==> config.mk <==
export PLATFORM = sky130hd
export DESIGN_NAME = merge_tree_n
export DESIGN_NICKNAME = d
export VERILOG_FILES = /design/src/rtl/merge_tree_pkg.sv /design/src/rtl/merge_tree_node.sv /design/src/rtl/merge_tree_n.sv
export SDC_FILE = /design/constraint.sdc
export NUM_CORES = 1
export LEC_CHECK = 0
export ABC_CLOCK_PERIOD_IN_PS = 3300
export BUFFER_PORTS_ARGS = -buffer_cell sky130_fd_sc_hd__clkbuf_2
export CORE_MARGIN = 2
export CORE_UTILIZATION = 45
export CTS_BUF_LIST = sky130_fd_sc_hd__clkbuf_16
export DETAILED_ROUTE_END_ITERATION = 6
export HOLD_SLACK_MARGIN = 0.15
export MAX_ROUTING_LAYER = met4
export PLACE_DENSITY_LB_ADDON = 0.2
export REMOVE_ABC_BUFFERS = 1
export SYNTH_ARGS = -nofsm -noshare
export SYNTH_HDL_FRONTEND = slang
export SYNTH_SLANG_ARGS = --single-unit
==> constraint.sdc <==
create_clock -name clk -period 3.3 [get_ports clk]
set_clock_uncertainty 0.15 [all_clocks]
set_input_delay 0.495 -clock clk [delete_from_list [all_inputs] [get_ports clk]]
set_output_delay 0.495 -clock clk [all_outputs]
set_load 0.05 [all_outputs]
==> src/rtl/merge_tree_pkg.sv <==
// merge_tree_pkg: shared sizing helpers and key ordering for the merge tree
package merge_tree_pkg;
  localparam int MAX_LOG2_INPUTS = 5;
  localparam int KEY_MAX_W = 32;
  function automatic int clog2(input int v);
    int r = 0;
    while ((1 << r) < v) r++;
    return r;
  endfunction
  function automatic int n_inputs(input int log2_inputs);
    return 1 << log2_inputs;
  endfunction
  function automatic int word_w(input int dw, input int log2_inputs);
    return dw + log2_inputs;
  endfunction
  function automatic logic pick_a(input logic [KEY_MAX_W-1:0] key_a, input logic [KEY_MAX_W-1:0] key_b, input logic desc);
    return desc ? key_a >= key_b : key_a <= key_b;
  endfunction
endpackage

==> src/rtl/merge_tree_node.sv <==
// merge_node: one 2-input ordered merge stage holding a single output word
module merge_node
  import merge_tree_pkg::*;
#(
  parameter int W = 15,
  parameter int KEY_MSB = 11,
  parameter int KEY_LSB = 6,
  parameter int DESCENDING = 0
) (
  input  logic         clk,
  input  logic         reset,
  input  logic         en_i,
  input  logic [W-1:0] a_data_i,
  input  logic         a_valid_i,
  input  logic         a_done_i,
  input  logic [W-1:0] b_data_i,
  input  logic         b_valid_i,
  input  logic         b_done_i,
  input  logic         read_i,
  output logic         a_read_o,
  output logic         b_read_o,
  output logic [W-1:0] data_o,
  output logic         valid_o,
  output logic         done_o
);
  logic [W-1:0] data_q, data_d;
  logic valid_q, valid_d, rdy, a_first, take_a, take_b;
  // pick the next word; a lone side only goes once the other side can never supply a smaller key
  always_comb begin
    rdy = en_i & (!valid_q | read_i);
    a_first = pick_a(KEY_MAX_W'(a_data_i[KEY_MSB:KEY_LSB]), KEY_MAX_W'(b_data_i[KEY_MSB:KEY_LSB]), DESCENDING != 0);
    take_a = rdy & a_valid_i & (b_valid_i ? a_first : b_done_i);
    take_b = rdy & b_valid_i & (a_valid_i ? !a_first : a_done_i);
    valid_d = rdy ? take_a | take_b : valid_q;
    data_d = take_a ? a_data_i : take_b ? b_data_i : data_q;
  end
  // output register
  always_ff @(posedge clk) begin
    if (reset) begin
      data_q <= '0;
      valid_q <= 1'b0;
    end else begin
      data_q <= data_d;
      valid_q <= valid_d;
    end
  end
  assign a_read_o = take_a;
  assign b_read_o = take_b;
  assign data_o = data_q;
  assign valid_o = valid_q;
  assign done_o = a_done_i & b_done_i & !a_valid_i & !b_valid_i & !valid_q;
endmodule

==> src/rtl/merge_tree_n.sv <==
// merge_tree_n: N-input key-ordered merge tree; MERGE_TREE_COUNT_EN adds the out_count delivery counter
module merge_tree_n
  import merge_tree_pkg::*;
#(
  parameter int DATA_WIDTH = 12,
  parameter int KEY_MSB = 11,
  parameter int KEY_LSB = 6,
  parameter int LOG2_INPUTS = 3,
  parameter int DESCENDING = 0
) (
  input  logic                                     clk,
  input  logic                                     reset,
  input  logic                                     en,
  input  logic [(1<<LOG2_INPUTS)*DATA_WIDTH-1:0]   in_data,
  input  logic [(1<<LOG2_INPUTS)-1:0]              in_valid,
  input  logic [(1<<LOG2_INPUTS)-1:0]              in_done,
  output logic [(1<<LOG2_INPUTS)-1:0]              in_read,
  input  logic                                     out_read,
  output logic [DATA_WIDTH-1:0]                    out_data,
  output logic [LOG2_INPUTS-1:0]                   out_index,
  output logic                                     out_valid,
  output logic                                     event_done
`ifdef MERGE_TREE_COUNT_EN
  ,
  output logic [15:0]                              out_count
`endif
);
  localparam int N = n_inputs(LOG2_INPUTS);
  localparam int LI = clog2(N);
  localparam int WW = word_w(DATA_WIDTH, LI);
  logic adv, root_read;
  assign adv = en & !reset;
  assign root_read = out_read & out_valid;
  for (genvar l = 0; l <= LOG2_INPUTS; l++) begin : g_lvl
    localparam int M = N >> l;
    logic [WW-1:0] dat [M];
    logic vld [M];
    logic dne [M];
    if (l == 0) begin : g_in
      for (genvar i = 0; i < N; i++) begin : g_tag
        assign dat[i] = {LI'(i), in_data[i*DATA_WIDTH +: DATA_WIDTH]};
        assign vld[i] = in_valid[i];
        assign dne[i] = in_done[i];
        assign in_read[i] = g_lvl[1].g_nodes.rd_dn[i];
      end
    end else begin : g_nodes
      logic rd_dn [2*M];
      for (genvar j = 0; j < M; j++) begin : g_node
        logic up_rd;
        if (l == LOG2_INPUTS) begin : g_root
          assign up_rd = root_read;
        end else begin : g_mid
          assign up_rd = g_lvl[l+1].g_nodes.rd_dn[j];
        end
        merge_node #(
          .W(WW), .KEY_MSB(KEY_MSB), .KEY_LSB(KEY_LSB), .DESCENDING(DESCENDING)
        ) u_node (
          .clk(clk),
          .reset(reset),
          .en_i(adv),
          .a_data_i(g_lvl[l-1].dat[2*j]),
          .a_valid_i(g_lvl[l-1].vld[2*j]),
          .a_done_i(g_lvl[l-1].dne[2*j]),
          .b_data_i(g_lvl[l-1].dat[2*j+1]),
          .b_valid_i(g_lvl[l-1].vld[2*j+1]),
          .b_done_i(g_lvl[l-1].dne[2*j+1]),
          .read_i(up_rd),
          .a_read_o(rd_dn[2*j]),
          .b_read_o(rd_dn[2*j+1]),
          .data_o(dat[j]),
          .valid_o(vld[j]),
          .done_o(dne[j])
        );
      end
    end
  end
  assign out_data = g_lvl[LOG2_INPUTS].dat[0][DATA_WIDTH-1:0];
  assign out_index = g_lvl[LOG2_INPUTS].dat[0][WW-1:DATA_WIDTH];
  assign out_valid = g_lvl[LOG2_INPUTS].vld[0];
  assign event_done = g_lvl[LOG2_INPUTS].dne[0];
`ifdef MERGE_TREE_COUNT_EN
  logic done_q;
  logic [15:0] count_q, count_d;
  // count delivered words, restarting one cycle after each event completes
  always_comb count_d = (event_done & !done_q) ? 16'd0 : (root_read & adv & (count_q != 16'hFFFF)) ? count_q + 16'd1 : count_q;
  // counter and completion-edge registers
  always_ff @(posedge clk) begin
    if (reset) begin
      count_q <= '0;
      done_q <= 1'b0;
    end else begin
      count_q <= count_d;
      done_q <= event_done;
    end
  end
  assign out_count = count_q;
`endif
endmodule

==> impl_results.md <==
* Outcome: finished, final reports clean
* CTS Hold Bufs at 0
* Worst Hold Class: in -> reg
* Die Y-Extent at 121 µm
* Synthesized area at 0.00617 mm²
* Internal power at 0.00220 W
* Clock share of power at 0.346
* CTS tree: yes
* YS warnings at 0
* Min Tclk post-route at 3240 ps
* Maximum vdd drop at 245 µV
* Least-Margin Pin Slew at 707 ps
* First-pass GRT wire length at 28.0 mm
* Leading cell type in the layout, fill and taps excluded: clkbuf_2
* Final Max Tran Viols at 0
* CP required at 2650 ps
* Drt total wl at 18.1 mm
* Worst EP arrival at 2590 ps
* Via density at 5.77
* Crit path max-delay family: compound AO/OA/AOI/OAI gates
* Seq/Total Area, Yosys at 0.344
* Rel. slew slack at 0.529
* Seq cells post-synth at 106
* Port Buffers at 140
* Final instance area at 0.00767 mm²
* Worst Path Buf+Inv at 2
* Initial antenna violation count at 0
* Hold WS at 233 ps
* Fin. Hold Viols at 0
* Total grt overflow at 0
* Share of layout cells above drive strength 1 at 0.280
* Nets at 1017
* Antenna cells at 0
* Drt initial violations at 471
* Num rows at 42
* Final Cycle Share at 0.981
* Post-layout worst setup margin at 64.0 ps
* CP Capture Type: output port
* Post-synth EDFFs at 0
* RSZ-0062 raised after global routing: yes
* Die boundary width at 121 µm
* Synth Instances at 719
* Post-Place Cell Area at 0.00719 mm²
* Die Area at 0.0147 mm²
* Asr flop ratio synth at 0
* Cells along the critical path: inv_1, ha_4, nand4_1, or2_4, o311a_4, a221o_1, o22ai_4, and2_4, buf_12
* NetSw at 0.000898 W
* Tot GR Track Use at 0.246
* Ys flop type: dfxtp_1
* Max_cap viols at 0
* Post-synthesis cell type count at 66
* Setup Viol. Count Final at 0
* Sw Ratio at 0.289
* Number of remaining DRC errors at 0
* Pleak at 3.30 nW
* Routability cong. at 0.938
* Seq pwr share at 0.447
* DRT Pass-1 Iters at 5
* # clock sinks at 106
* Place WS at 139 ps
* Clock latency on the worst-skew pair at 350 ps
* Kind of start point of the critical path: flop
* CP Max Fanout at 5
* Core area at 0.0133 mm²
* Ports at 141
* Vias at 6002
* Most frequent cells in the layout: clkbuf_2 (131), dfxtp_1 (99), nor2_1 (65), a21oi_1 (57), inv_1 (54)
* Synthesis-to-finish area growth at 24.3%
* Clock transition at path regs at 70 ps
* FMAX at 309 MHz
* PwrDens at 404 mW/mm²
* Vias in the first global route at 5750
* Root Driver: clkbuf_16
* Antenna-violating nets left at 0
* TritonCTS Buffers at 9
* Logic pwr share at 0.207
* Post-Synthesis Mean Instance Area at 8.58 µm²
* WL/cell at 17.4 µm
* CP max stage delay at 390 ps
* Worst path slowest cell: a221o_1
* Hpwl dp at 14.0 mm
* Setup CP Type: reg -> out
* Setup TNS at 0 ps
* Largest net degree at the start of global routing at 52
* H-tree depth at 3
* Max Buffers Root-to-Sink at 2
* Initial Utilization at 0.464
* Post-layout util at 0.577
## power by group through the flow
| stage | Combinational [W] | Sequential [W] | Clock, W |
|---|---|---|---|
| after floorplan | 0.000354 | 0.00139 | 0 |
| after detailed placement | 0.000601 | 0.00141 | 0 |
| after global routing | 0.000708 | 0.00139 | 0.00113 |
| after global placement | 0.000580 | 0.00141 | 0 |
| final | 0.000643 | 0.00139 | 0.00107 |
| after CTS | 0.000618 | 0.00138 | 0.00108 |
## cells by family (layout without fill, tap and decap cells)
logic type,after synthesis,count (layout),share of synthesized area
and+or+nand+nor,189,189,0.157
adders and majority gates,42,42,0.0852
AOI/OAI and AO/OA,259,259,0.305
DFF,106,106,0.344
muxes,20,20,0.0324
buffers and inverters,103,248,0.0770
## final timing paths
check	start	to	slack, ps	depth (start not counted)
worst min-delay path	in_data[20]	g_lvl[1].g_nodes.g_node[0].u_node.data_o[8]$_SDFFE_PP0P_	230	2
worst min register to register	g_lvl[1].g_nodes.g_node[3].u_node.data_o[4]$_SDFFE_PP0P_	g_lvl[1].g_nodes.g_node[3].u_node.data_o[4]$_SDFFE_PP0P_	300	1
worst max-delay path	g_lvl[2].g_nodes.g_node[1].u_node.data_o[10]$_SDFFE_PP0P_	in_read[1]	60	9
worst max register to register	g_lvl[2].g_nodes.g_node[1].u_node.data_o[10]$_SDFFE_PP0P_	g_lvl[1].g_nodes.g_node[0].u_node.data_o[11]$_SDFFE_PP0P_	390	10
## worst register-to-register path, stage by stage (launching register included)
cell,delay [ps]
dfxtp_1,360
inv_1,90
ha_4,280
nand4_1,130
or2_4,280
o311a_4,150
a221oi_4,310
buf_4,290
a32oi_2,220
and3b_1,290
a221o_1,250
## sequential cells by signal, summed over array words and instances (netlist names)
signal,count
g_lvl.g_nodes.g_node.u_node.data_o,99
g_lvl.g_nodes.g_node.u_node.valid_o,7
## layout make-up
type | count | area, µm²
Timing Repair Buffer | 178 | 1120
Inverter | 54 | 203
Sequential cell | 106 | 2130
Clock buffer | 9 | 225
Clock inverter | 7 | 71.3
Tap cell | 176 | 220
Fill cell | 1203 | 5620
Multi-Input combinational cell | 510 | 3700
## Yosys cell counts, drive strengths merged (7+ instances only)
cell type | instances | share of area
dfxtp | 106 | 0.34
nor2 | 67 | 0.041
a21oi | 60 | 0.049
inv | 53 | 0.032
ha | 42 | 0.085
nand2 | 36 | 0.022
a211oi | 35 | 0.051
a22oi | 29 | 0.035
o21ai | 29 | 0.024
buf | 26 | 0.030
clkbuf | 23 | 0.014
mux2i | 20 | 0.032
o22ai | 19 | 0.019
a22o | 16 | 0.024
nand3 | 13 | 0.011
a21o | 12 | 0.015
nand2b | 12 | 0.012
a311oi | 9 | 0.013
o2bb2ai | 9 | 0.014
and2 | 8 | 0.0085
nor3 | 8 | 0.0083
a31oi | 7 | 0.0071
## through the flow
step	total power [W]	std cells
after global routing	0.00323	1040
after floorplan	0.00175	670
after global placement	0.00199	1018
after detailed placement	0.00201	1018
final	0.00310	1040
after CTS	0.00308	1037
## routing by layer
layer / share of wire / GRT usage / vias up
li1: - / - / 2946
met1: 0.46 / 0.320 / 2831
met2: 0.47 / 0.395 / 200
met3: 0.051 / 0.0334 / 25
met4: 0.018 / 0.0821 / 0
met5: 0 / - / -
## repair_timing
item / in CTS / in global routing
setup endpoints to repair: 7 / 8
resized for setup: 8 / 23
pin swaps: 4 / 8
buffers inserted: 3 / 3
Power figures use the tool's default switching activity.
